==> src/rtl/led_panel_scan_ctrl_pkg.sv <==
// rtl/led_panel_scan_ctrl_pkg.sv - shared states, pixel field indices and defaults
// for the LED panel scan controller.
package led_panel_pkg;

  typedef enum logic [2:0] {
    IDLE,
    FETCH,
    SHIFT_LO,
    SHIFT_HI,
    LATCH,
    SHOW,
    NEXT
  } state_t;

  // pix_data = {r_top, g_top, b_top, r_bot, g_bot, b_bot}
  localparam int PIX_R_TOP = 5;
  localparam int PIX_G_TOP = 4;
  localparam int PIX_B_TOP = 3;
  localparam int PIX_R_BOT = 2;
  localparam int PIX_G_BOT = 1;
  localparam int PIX_B_BOT = 0;

  localparam int DEF_COLS       = 32;
  localparam int DEF_PLANES     = 4;
  localparam int DEF_BASE_DELAY = 4;
  localparam int BCM_CNT_W      = 16;

  function automatic int bcm_cycles(input int base, input int plane);
    return base << plane;
  endfunction

endpackage

==> src/rtl/led_panel_scan_ctrl_if.sv <==
// rtl/led_panel_scan_ctrl_if.sv - framebuffer pixel fetch port (req/ack handshake).
interface led_panel_scan_ctrl_if;

  logic       pix_req;
  logic [3:0] pix_row;
  logic [5:0] pix_col;
  logic [1:0] pix_plane;
  logic       pix_ack;
  logic [5:0] pix_data;

  modport master (
    output pix_req, pix_row, pix_col, pix_plane,
    input  pix_ack, pix_data
  );

  modport slave (
    input  pix_req, pix_row, pix_col, pix_plane,
    output pix_ack, pix_data
  );

endinterface

==> src/rtl/led_panel_scan_ctrl_bcm_timer.sv <==
// rtl/led_panel_scan_ctrl_bcm_timer.sv - bit-plane weighted on-time counter;
// o_done marks the last cycle of a BASE_DELAY<<plane window started by i_load.
module led_panel_bcm_timer
  import led_panel_pkg::*;
#(
  parameter int BASE_DELAY = DEF_BASE_DELAY,
  parameter int CNT_W      = BCM_CNT_W
) (
  input  logic       clk,
  input  logic       reset,
  input  logic       i_load,
  input  logic [1:0] i_plane,
  output logic       o_done
);

  logic [CNT_W-1:0] r_cnt;
  logic [CNT_W-1:0] w_load_val;

  assign w_load_val = CNT_W'(bcm_cycles(BASE_DELAY, int'(i_plane)));

  always_ff @(posedge clk or posedge reset) begin
    if (reset) begin
      r_cnt <= '0;
    end else if (i_load) begin
      r_cnt <= w_load_val - CNT_W'(1);
    end else if (r_cnt != '0) begin
      r_cnt <= r_cnt - CNT_W'(1);
    end
  end

  assign o_done = (r_cnt == '0);

endmodule

==> src/rtl/led_panel_scan_ctrl.sv <==
// rtl/led_panel_scan_ctrl.sv - HUB RGB panel scan scheduler: fetches pixels per
// row/plane, shifts both half-panel streams, latches and shows each plane with BCM timing.
module led_panel_scan_ctrl
  import led_panel_pkg::*;
#(
  parameter int COLS       = DEF_COLS,
  parameter int PLANES     = DEF_PLANES,
  parameter int BASE_DELAY = DEF_BASE_DELAY
) (
  input  logic                          clk,
  input  logic                          reset,
  input  logic                          enable,
  input  logic [3:0]                    rowmax_in,
  led_panel_scan_ctrl_if.master         pix,
  output logic                          sclk_out,
  output logic                          latch_out,
  output logic                          blank_out,
  output logic                          aclk_out,
  output logic                          arst_out,
  output logic [2:0]                    rgb_top_out,
  output logic [2:0]                    rgb_bot_out,
  output logic                          frame_out
);

  localparam logic [5:0] COL_LAST   = 6'(COLS - 1);
  localparam logic [1:0] PLANE_LAST = 2'(PLANES - 1);

  state_t     r_state;
  state_t     w_next;
  logic [3:0] r_row;
  logic [5:0] r_col;
  logic [1:0] r_plane;
  logic       r_arst_hold;
  logic [2:0] r_rgb_top;
  logic [2:0] r_rgb_bot;
  logic       w_ack;
  logic       w_wrap;
  logic       w_show_done;
  logic       w_bcm_load;

  assign w_ack      = (r_state == FETCH) && pix.pix_ack;
  assign w_wrap     = (r_row >= rowmax_in);
  assign w_bcm_load = (r_state == LATCH);

  led_panel_bcm_timer #(
    .BASE_DELAY (BASE_DELAY),
    .CNT_W      (BCM_CNT_W)
  ) u_bcm_timer (
    .clk     (clk),
    .reset   (reset),
    .i_load  (w_bcm_load),
    .i_plane (r_plane),
    .o_done  (w_show_done)
  );

  always_ff @(posedge clk or posedge reset) begin
    if (reset) begin
      r_state <= IDLE;
    end else begin
      r_state <= w_next;
    end
  end

  always_comb begin
    w_next      = r_state;
    pix.pix_req = 1'b0;
    sclk_out    = 1'b1;
    latch_out   = 1'b0;
    blank_out   = 1'b1;
    aclk_out    = 1'b0;
    arst_out    = r_arst_hold;
    frame_out   = 1'b0;
    case (r_state)
      IDLE: begin
        if (enable) w_next = FETCH;
      end
      FETCH: begin
        pix.pix_req = 1'b1;
        if (pix.pix_ack) w_next = SHIFT_LO;
      end
      SHIFT_LO: begin
        sclk_out = 1'b0;
        w_next   = SHIFT_HI;
      end
      SHIFT_HI: begin
        w_next = (r_col == COL_LAST) ? LATCH : FETCH;
      end
      LATCH: begin
        latch_out = 1'b1;
        w_next    = SHOW;
      end
      SHOW: begin
        blank_out = 1'b0;
        if (w_show_done) w_next = (r_plane == PLANE_LAST) ? NEXT : FETCH;
      end
      NEXT: begin
        aclk_out  = ~w_wrap;
        arst_out  = w_wrap;
        frame_out = w_wrap;
        w_next    = enable ? FETCH : IDLE;
      end
      default: begin
        w_next = IDLE;
      end
    endcase
  end

  // rgb is loaded on the ack edge, i.e. the same edge that drops sclk, so it
  // only ever changes on the falling shift clock.
  always_ff @(posedge clk or posedge reset) begin
    if (reset) begin
      r_row       <= '0;
      r_col       <= '0;
      r_plane     <= '0;
      r_arst_hold <= 1'b1;
      r_rgb_top   <= '0;
      r_rgb_bot   <= '0;
    end else begin
      if ((r_state == IDLE) && enable) begin
        r_arst_hold <= 1'b0;
      end
      if (w_ack) begin
        r_rgb_top <= pix.pix_data[PIX_R_TOP -: 3];
        r_rgb_bot <= pix.pix_data[PIX_R_BOT -: 3];
      end
      if (r_state == SHIFT_HI) begin
        r_col <= (r_col == COL_LAST) ? 6'd0 : r_col + 6'd1;
      end
      if ((r_state == SHOW) && w_show_done) begin
        r_plane <= (r_plane == PLANE_LAST) ? 2'd0 : r_plane + 2'd1;
      end
      if (r_state == NEXT) begin
        r_row <= w_wrap ? 4'd0 : r_row + 4'd1;
      end
    end
  end

  assign pix.pix_row   = r_row;
  assign pix.pix_col   = r_col;
  assign pix.pix_plane = r_plane;
  assign rgb_top_out   = r_rgb_top;
  assign rgb_bot_out   = r_rgb_bot;

endmodule

==> src/flat_wrapper.sv <==
// flat-port wrapper written by rule: the top's interface ports become plain ports
module led_panel_scan_ctrl_flat import led_panel_pkg::*;
#(
  parameter int COLS       = DEF_COLS,
  parameter int PLANES     = DEF_PLANES,
  parameter int BASE_DELAY = DEF_BASE_DELAY
)
  (clk, reset, enable, rowmax_in, sclk_out, latch_out, blank_out, aclk_out, arst_out, rgb_top_out, rgb_bot_out, frame_out, pix_pix_req, pix_pix_row, pix_pix_col, pix_pix_plane, pix_pix_ack, pix_pix_data);
  led_panel_scan_ctrl_if pix_i ();
  input  logic clk;
  input  logic reset;
  input  logic enable;
  input  logic [3:0] rowmax_in;
  output logic sclk_out;
  output logic latch_out;
  output logic blank_out;
  output logic aclk_out;
  output logic arst_out;
  output logic [2:0] rgb_top_out;
  output logic [2:0] rgb_bot_out;
  output logic frame_out;
  output wire logic [$bits(pix_i.pix_req)-1:0] pix_pix_req;
  output wire logic [$bits(pix_i.pix_row)-1:0] pix_pix_row;
  output wire logic [$bits(pix_i.pix_col)-1:0] pix_pix_col;
  output wire logic [$bits(pix_i.pix_plane)-1:0] pix_pix_plane;
  input wire logic [$bits(pix_i.pix_ack)-1:0] pix_pix_ack;
  input wire logic [$bits(pix_i.pix_data)-1:0] pix_pix_data;
  assign pix_pix_req = pix_i.pix_req;
  assign pix_pix_row = pix_i.pix_row;
  assign pix_pix_col = pix_i.pix_col;
  assign pix_pix_plane = pix_i.pix_plane;
  assign pix_i.pix_ack = pix_pix_ack;
  assign pix_i.pix_data = pix_pix_data;
  led_panel_scan_ctrl #(.COLS(COLS), .PLANES(PLANES), .BASE_DELAY(BASE_DELAY)) u_core (.clk(clk), .reset(reset), .enable(enable), .rowmax_in(rowmax_in), .pix(pix_i), .sclk_out(sclk_out), .latch_out(latch_out), .blank_out(blank_out), .aclk_out(aclk_out), .arst_out(arst_out), .rgb_top_out(rgb_top_out), .rgb_bot_out(rgb_bot_out), .frame_out(frame_out));
endmodule
==> config.mk <==
export PLATFORM = sky130hd
export DESIGN_NAME = led_panel_scan_ctrl_flat
export DESIGN_NICKNAME = d
export VERILOG_FILES = /design/src/rtl/led_panel_scan_ctrl_pkg.sv /design/src/rtl/led_panel_scan_ctrl_if.sv /design/src/rtl/led_panel_scan_ctrl_bcm_timer.sv /design/src/rtl/led_panel_scan_ctrl.sv /design/src/flat_wrapper.sv
export SDC_FILE = /design/constraint.sdc
export NUM_CORES = 1
export LEC_CHECK = 0
export CAP_MARGIN = 10
export CORE_MARGIN = 10
export CORE_UTILIZATION = 55
export DETAILED_ROUTE_END_ITERATION = 12
export GPL_ROUTABILITY_DRIVEN = 0
export GPL_TIMING_DRIVEN = 0
export MAX_ROUTING_LAYER = met4
export PLACE_DENSITY = 0.83
export RECOVER_POWER = 50
export SLEW_MARGIN = 25
export SYNTH_ARGS = -nofsm -noshare
export SYNTH_HDL_FRONTEND = slang
export SYNTH_SLANG_ARGS = --single-unit
==> constraint.sdc <==
create_clock -name clk -period 4.3 [get_ports clk]
set_clock_uncertainty 0.2 [all_clocks]
set_input_delay 0.86 -clock clk [delete_from_list [all_inputs] [get_ports clk]]
set_output_delay 0.86 -clock clk [all_outputs]
set_load 0.02 [all_outputs]
---- Yosys cells after proc, flatten, opt, wreduce, memory -nomap -nowiden ----
Index checks and enable logic that the tools add are counted.
word-level totals
  bits in registers ....................... 38
  word-level logic and storage cells ...... 54
operators by class
  $add $sub $neg .......................... 5
  order comparisons ....................... 1
  equality and inequality tests ........... 11
  shift operators ......................... 1
  multiplexer cells ....................... 19
  bitwise logic cells ..................... 1
  reduce and logical (&&, ||, !) cells .... 8
operator list
  kind                   number
  $mux 16                2
  $sub 16x1->16 const B  2
  $pmux 3 s7             1
  $logic_not 16->1       1
  $reduce_bool 16->1     1
  $shl 3x2->16 const A   1
  $mux 3                 5
  $eq 3x3->1 const B     3
  $mux 1                 8
  $add 6x1->6 const B    1
  $eq 3x2->1 const B     2
  $eq 6x5->1 const B     1
  $mux 6                 1
  $add 4x1->4 const B    1
  $ge 4x4->1             1
  $mux 4                 1
  $ne 2x2->1 const B     2
  $eq 3x1->1 const B     1
  $logic_and 1x1->1      3
  $logic_not 3->1        1
  $reduce_and 3->1       1
  $add 2x1->2 const B    1
  $eq 2x2->1 const B     1
  $mux 2                 1
  3 further kinds        3

---- Longest topological paths before layout ----
  word-level depth ........................ 4
  depth in mapped cells ................... 8
  mapped depth without buffers ............ 7

---- Hierarchy ----
Synthesis repeated with hierarchy kept, for this count alone.
second synthesis, totals
  cells, all modules ...................... 213
  area total of the unflattened synthesis .. 2147.1 µm²
by module, submodules not included
  module               times used  cells an instance  area each (µm²)  seq. area each (µm²)
  led_panel_scan_ctrl  1           121                1234.9           551.8
  led_panel_bcm_timer  1           92                 912.1            400.4

---- Least setup slack after synthesis ----
OpenSTA, ideal clock, no wires.
  path type ............................... input port to output port
  from .................................... input rowmax_in[0]
  to ...................................... output arst_out
  data arrival time ....................... 2.347 ns
  path slack .............................. 0.893 ns
  stages on the path ...................... 6
  cells stage by stage .................... ha_1 -> nand2b_1 -> a2111oi_0 -> a21oi_1 -> nor2_1 -> a21oi_1
on the way
  word-level cells in the longest chain between the ends .. 2
ends and longest elaborated chain
  element          RTL line                   text
  start, declared  flat_wrapper.sv:13         input logic [3:0] rowmax_in;
  $ge 4x4->1       led_panel_scan_ctrl.sv:42  assign w_wrap = (r_row >= rowmax_in);
  $mux 1           led_panel_scan_ctrl.sv:73  case (r_state)
  end, declared    flat_wrapper.sv:18         output logic arst_out;
No other way between the ends.

---- Worst setup path after layout ----
Ends and elaborated chain as after synthesis.

==> impl_summary.log <==
[metrics] result of the run: complete, no violations
[metrics] hold buffers post-CTS: 0
[metrics] overall power: 1.497 mW
[metrics] Crit Path Class: primary input to primary output
[metrics] number of nets at the end of the flow: 304
[metrics] top flip-flop cell by instance count after synthesis: sky130_fd_sc_hd__dfrtp_1
[metrics] hold violation count in the final report: 0
[metrics] buffer cell driving the clock tree root: sky130_fd_sc_hd__clkbuf_8
[metrics] critical path peak fanout: 5
[metrics] Simple-Gate Fraction of Synth Area: 0.2138
[metrics] detailed placement HPWL: 3760 um
[metrics] kind of cell with the highest combined delay on the critical path: buffers and inverters
[metrics] part of the total power dissipated in sequential elements: 0.396
[metrics] total placed cells including tap cells: 321
[metrics] area share of fa/ha/maj cells after synthesis: 0.05794
[metrics] final-report max-slew violation count: 0
[metrics] pin count of the biggest net entering global routing: 25
[metrics] crit path launch type: primary input
[metrics] combinational cell fraction of total power: 0.435
[metrics] global-route wire length before repair: 8631 um
[metrics] DRC violation total after the first TritonRoute iteration: 153
[metrics] Post-Synthesis Cells: 234
[metrics] Finished Layout Cells: 329
[metrics] Clock Tree Buf Depth: 2
[metrics] number of rows created at floorplan: 22
[metrics] DIE AREA: 6833 sq um
[metrics] Avg Cell Area, Syn: 9.229 sq um
[metrics] WL per Instance: 15.11 um
[metrics] flop-to-flop setup slack: 1480 ps
[metrics] vertical extent of the die: 82.66 um
[metrics] Post-synth EDFFs: 0
[metrics] Antenna Nets Post-Route: 0
[metrics] initial antenna violation count: 0
[metrics] number of iterations in the first detailed-routing pass: 4
[metrics] utilization of the core after routing: 0.7269
[metrics] fraction of layout instances using a drive strength above 1: 0.08897
[metrics] Worst Path Arrival: 2990 ps
[metrics] Syn-to-layout area delta: 25.09%
[metrics] setup_tns: 0 ps
[metrics] worst vdd ir: 0.0004160 V
[metrics] Synth Area in Compound Gates: 0.1582
[metrics] I/O pin count: 39
[metrics] achievable frequency: 246.8 MHz
[metrics] largest family of logic cells by synthesized area: simple AND/OR/NAND/NOR gates
[metrics] Psw: 586.1 uW
[metrics] die boundary width: 82.66 um
[metrics] worst path bufs/invs: 2
[metrics] required time of the critical path: 3240 ps
[metrics] DRC viols: 0
[metrics] internal power component: 911.3 uW
[metrics] cts bufs inserted: 5
[metrics] TritonCTS clock tree: yes
[metrics] effective utilization at floorplan: 0.5811
[metrics] crit path time final: 4052 ps
[metrics] total via count after detailed routing: 1866
[metrics] Post-Syn Area: 2160 sq um
[metrics] core box area: 3716 sq um
[metrics] final routed wirelength across all metal layers: 4971 um
[metrics] Post-Synthesis Net Count: 258
[metrics] XOR/XNOR Fraction of Synth Area: 0.03244
[metrics] number of clock sinks: 38
[metrics] final count of negative-setup-slack endpoints: 0
[metrics] Worst Setup Slack post-DPL: 55.10 ps
[metrics] number of storage elements in the synthesis netlist: 38
[metrics] share of synthesized flip-flops with an asynchronous set or reset: 1.000
[metrics] setup repair after global routing missed its margin: no
[metrics] Hold WC Path Type: flip-flop to flip-flop
[metrics] P_leak: 1.163 nW
[metrics] number of warnings printed during yosys synthesis: 0
[metrics] sequential fraction of the synthesis area: 0.4409
[metrics] slowest CP cell: sky130_fd_sc_hd__clkdlybuf4s50_1
[metrics] antenna cells: 0
[metrics] leading cell type in the layout, fill and taps excluded: sky130_fd_sc_hd__dfrtp_1
[metrics] power density over cell area: 554.3 nW/um^2
[metrics] share of cell area taken by muxes after synthesis: 0.05794
[metrics] max-cap viol count: 0
[metrics] endpoint class of the critical path: primary output
[metrics] clock slew at reported path FFs: 70 ps
[metrics] transition time at the pin with the least slew margin: 1323 ps
[metrics] overflow left after global routing: 0
[metrics] Critical Path Max Stage Delay: 540 ps
[metrics] Max-slew headroom: 0.1179
[metrics] clock latency at the later pin of the worst-skew pair: 290 ps
[metrics] leading cell types in the layout, fill and taps excluded: sky130_fd_sc_hd__dfrtp_1 (37), sky130_fd_sc_hd__clkdlybuf4s50_1 (29), sky130_fd_sc_hd__nand2_1 (24)
[metrics] H-tree lvl count: 2
[metrics] proportion of power drawn by the clock network: 0.169
[metrics] Final Worst Setup Slack: 247.9 ps
[metrics] post-route fraction of the period consumed by the critical path: 0.9423
[metrics] All-Layer GR Usage: 0.1638
[metrics] worst-path cell chain: clkdlybuf4s50_1 > ha_1 > nand2b_1 > a2111oi_1 > a21oi_1 > nor2_2 > a21oi_1 > clkdlybuf4s50_1
[metrics] average vias per placed instance: 5.672
[metrics] number of different library cells in the post-synthesis netlist: 47
[metrics] number of buffer cells added on primary ports: 38
[metrics] via count of the first global-routing pass: 1865
[metrics] switch share: 0.3914
==> worst min-delay path, cell delays in order (launching register included) <==
cell                      delay, ps
sky130_fd_sc_hd__dfstp_2        370
sky130_fd_sc_hd__inv_1           60
sky130_fd_sc_hd__a21oi_1         40
==> sequential cells by signal, indices dropped and copies added, names as in the netlist <==
register / cells
u_core.r_state: 3
u_core.rgb_bot_out: 3
u_core.pix.pix_plane: 2
u_core.r_arst_hold: 1
u_core.u_bcm_timer.r_cnt: 16
u_core.rgb_top_out: 3
u_core.pix.pix_col: 6
u_core.pix.pix_row: 4
==> final cells by class <==
class | count | area, sq um
fillers | 296 | 1015
clock inverters | 1 | 5.005
clock buffers | 7 | 86.33
repair buffers | 39 | 386.6
inverters | 14 | 52.55
plain buffers | 8 | 31.28
multi-input cells | 174 | 1127
well taps | 48 | 60.06
flip-flops and latches | 38 | 952.2
==> layer usage <==
layer	GRT usage	part of all wire	vias up
met3	0.04968	0.070	7
met5	-	0	-
met1	0.1968	0.44	872
met2	0.2600	0.48	58
met4	0.04682	0.012	0
li1	-	-	929
==> cell families (layout without fill, tap and decap cells) <==
kind of cell	count (synthesis)	after routing
muxes	11	11
DFF	38	38
xor gates and xnor gates	8	8
adders and majority gates	10	10
and+or+nand+nor	90	90
buffers and inverters	22	69
AOI/OAI and AO/OA	55	55
==> through the flow <==
stage                     cell area (sq um)  hold WS, ps
final                                  2701        272.7
after global placement                 2600        250.4
after floorplan                        2160        233.5
after global routing                   2701        313.6
after detailed placement               2628        252.4
after CTS                              2719        269.8
==> Yosys cell counts, drive strengths merged, types with 3 or more instances <==
master,count,area [sq um]
a211oi,3,22.52
a21oi,14,70.07
a31oi,3,18.77
and2,6,37.54
clkbuf,7,26.28
dfrtp,37,925.9
ha,10,125.1
inv,13,48.80
mux2,9,105.1
nand2,25,96.35
nand2b,3,18.77
nand3,4,20.02
nor2,19,71.32
nor2b,5,31.28
nor3,12,60.06
nor4,5,46.29
o21ai,19,95.09
or4,4,30.03
xnor2,5,43.79
xor2,3,26.28
==> timing repair <==
item,4_1_cts,5_1_grt
setup endpoints to repair,0,2
buffers inserted,0,0
resized for setup,0,3
==> final timing paths <==
kind | startpoint | end | depth (start not counted)
setup / recovery | rowmax_in[0] | arst_out | 8
hold / removal | u_core.r_arst_hold | u_core.r_arst_hold | 2
setup reg to reg | u_core.u_bcm_timer.r_cnt[0] | u_core.pix.pix_plane[1] | 6
hold reg to reg | u_core.r_arst_hold | u_core.r_arst_hold | 2
max in group asynchronous | reset | u_core.u_bcm_timer.r_cnt[6] | 3
min in group asynchronous | reset | u_core.pix.pix_plane[1] | 2
==> power by group through the flow <==
stage,Clock (mW),Sequential [mW],Combinational (mW)
detailed placement,0,0.597,0.667
finish,0.254,0.593,0.651
global route,0.275,0.611,0.718
global placement,0,0.590,0.647
CTS,0.262,0.592,0.671
floorplan,0,0.640,0.381
Note: power is estimated with default switching activity, not from simulation.
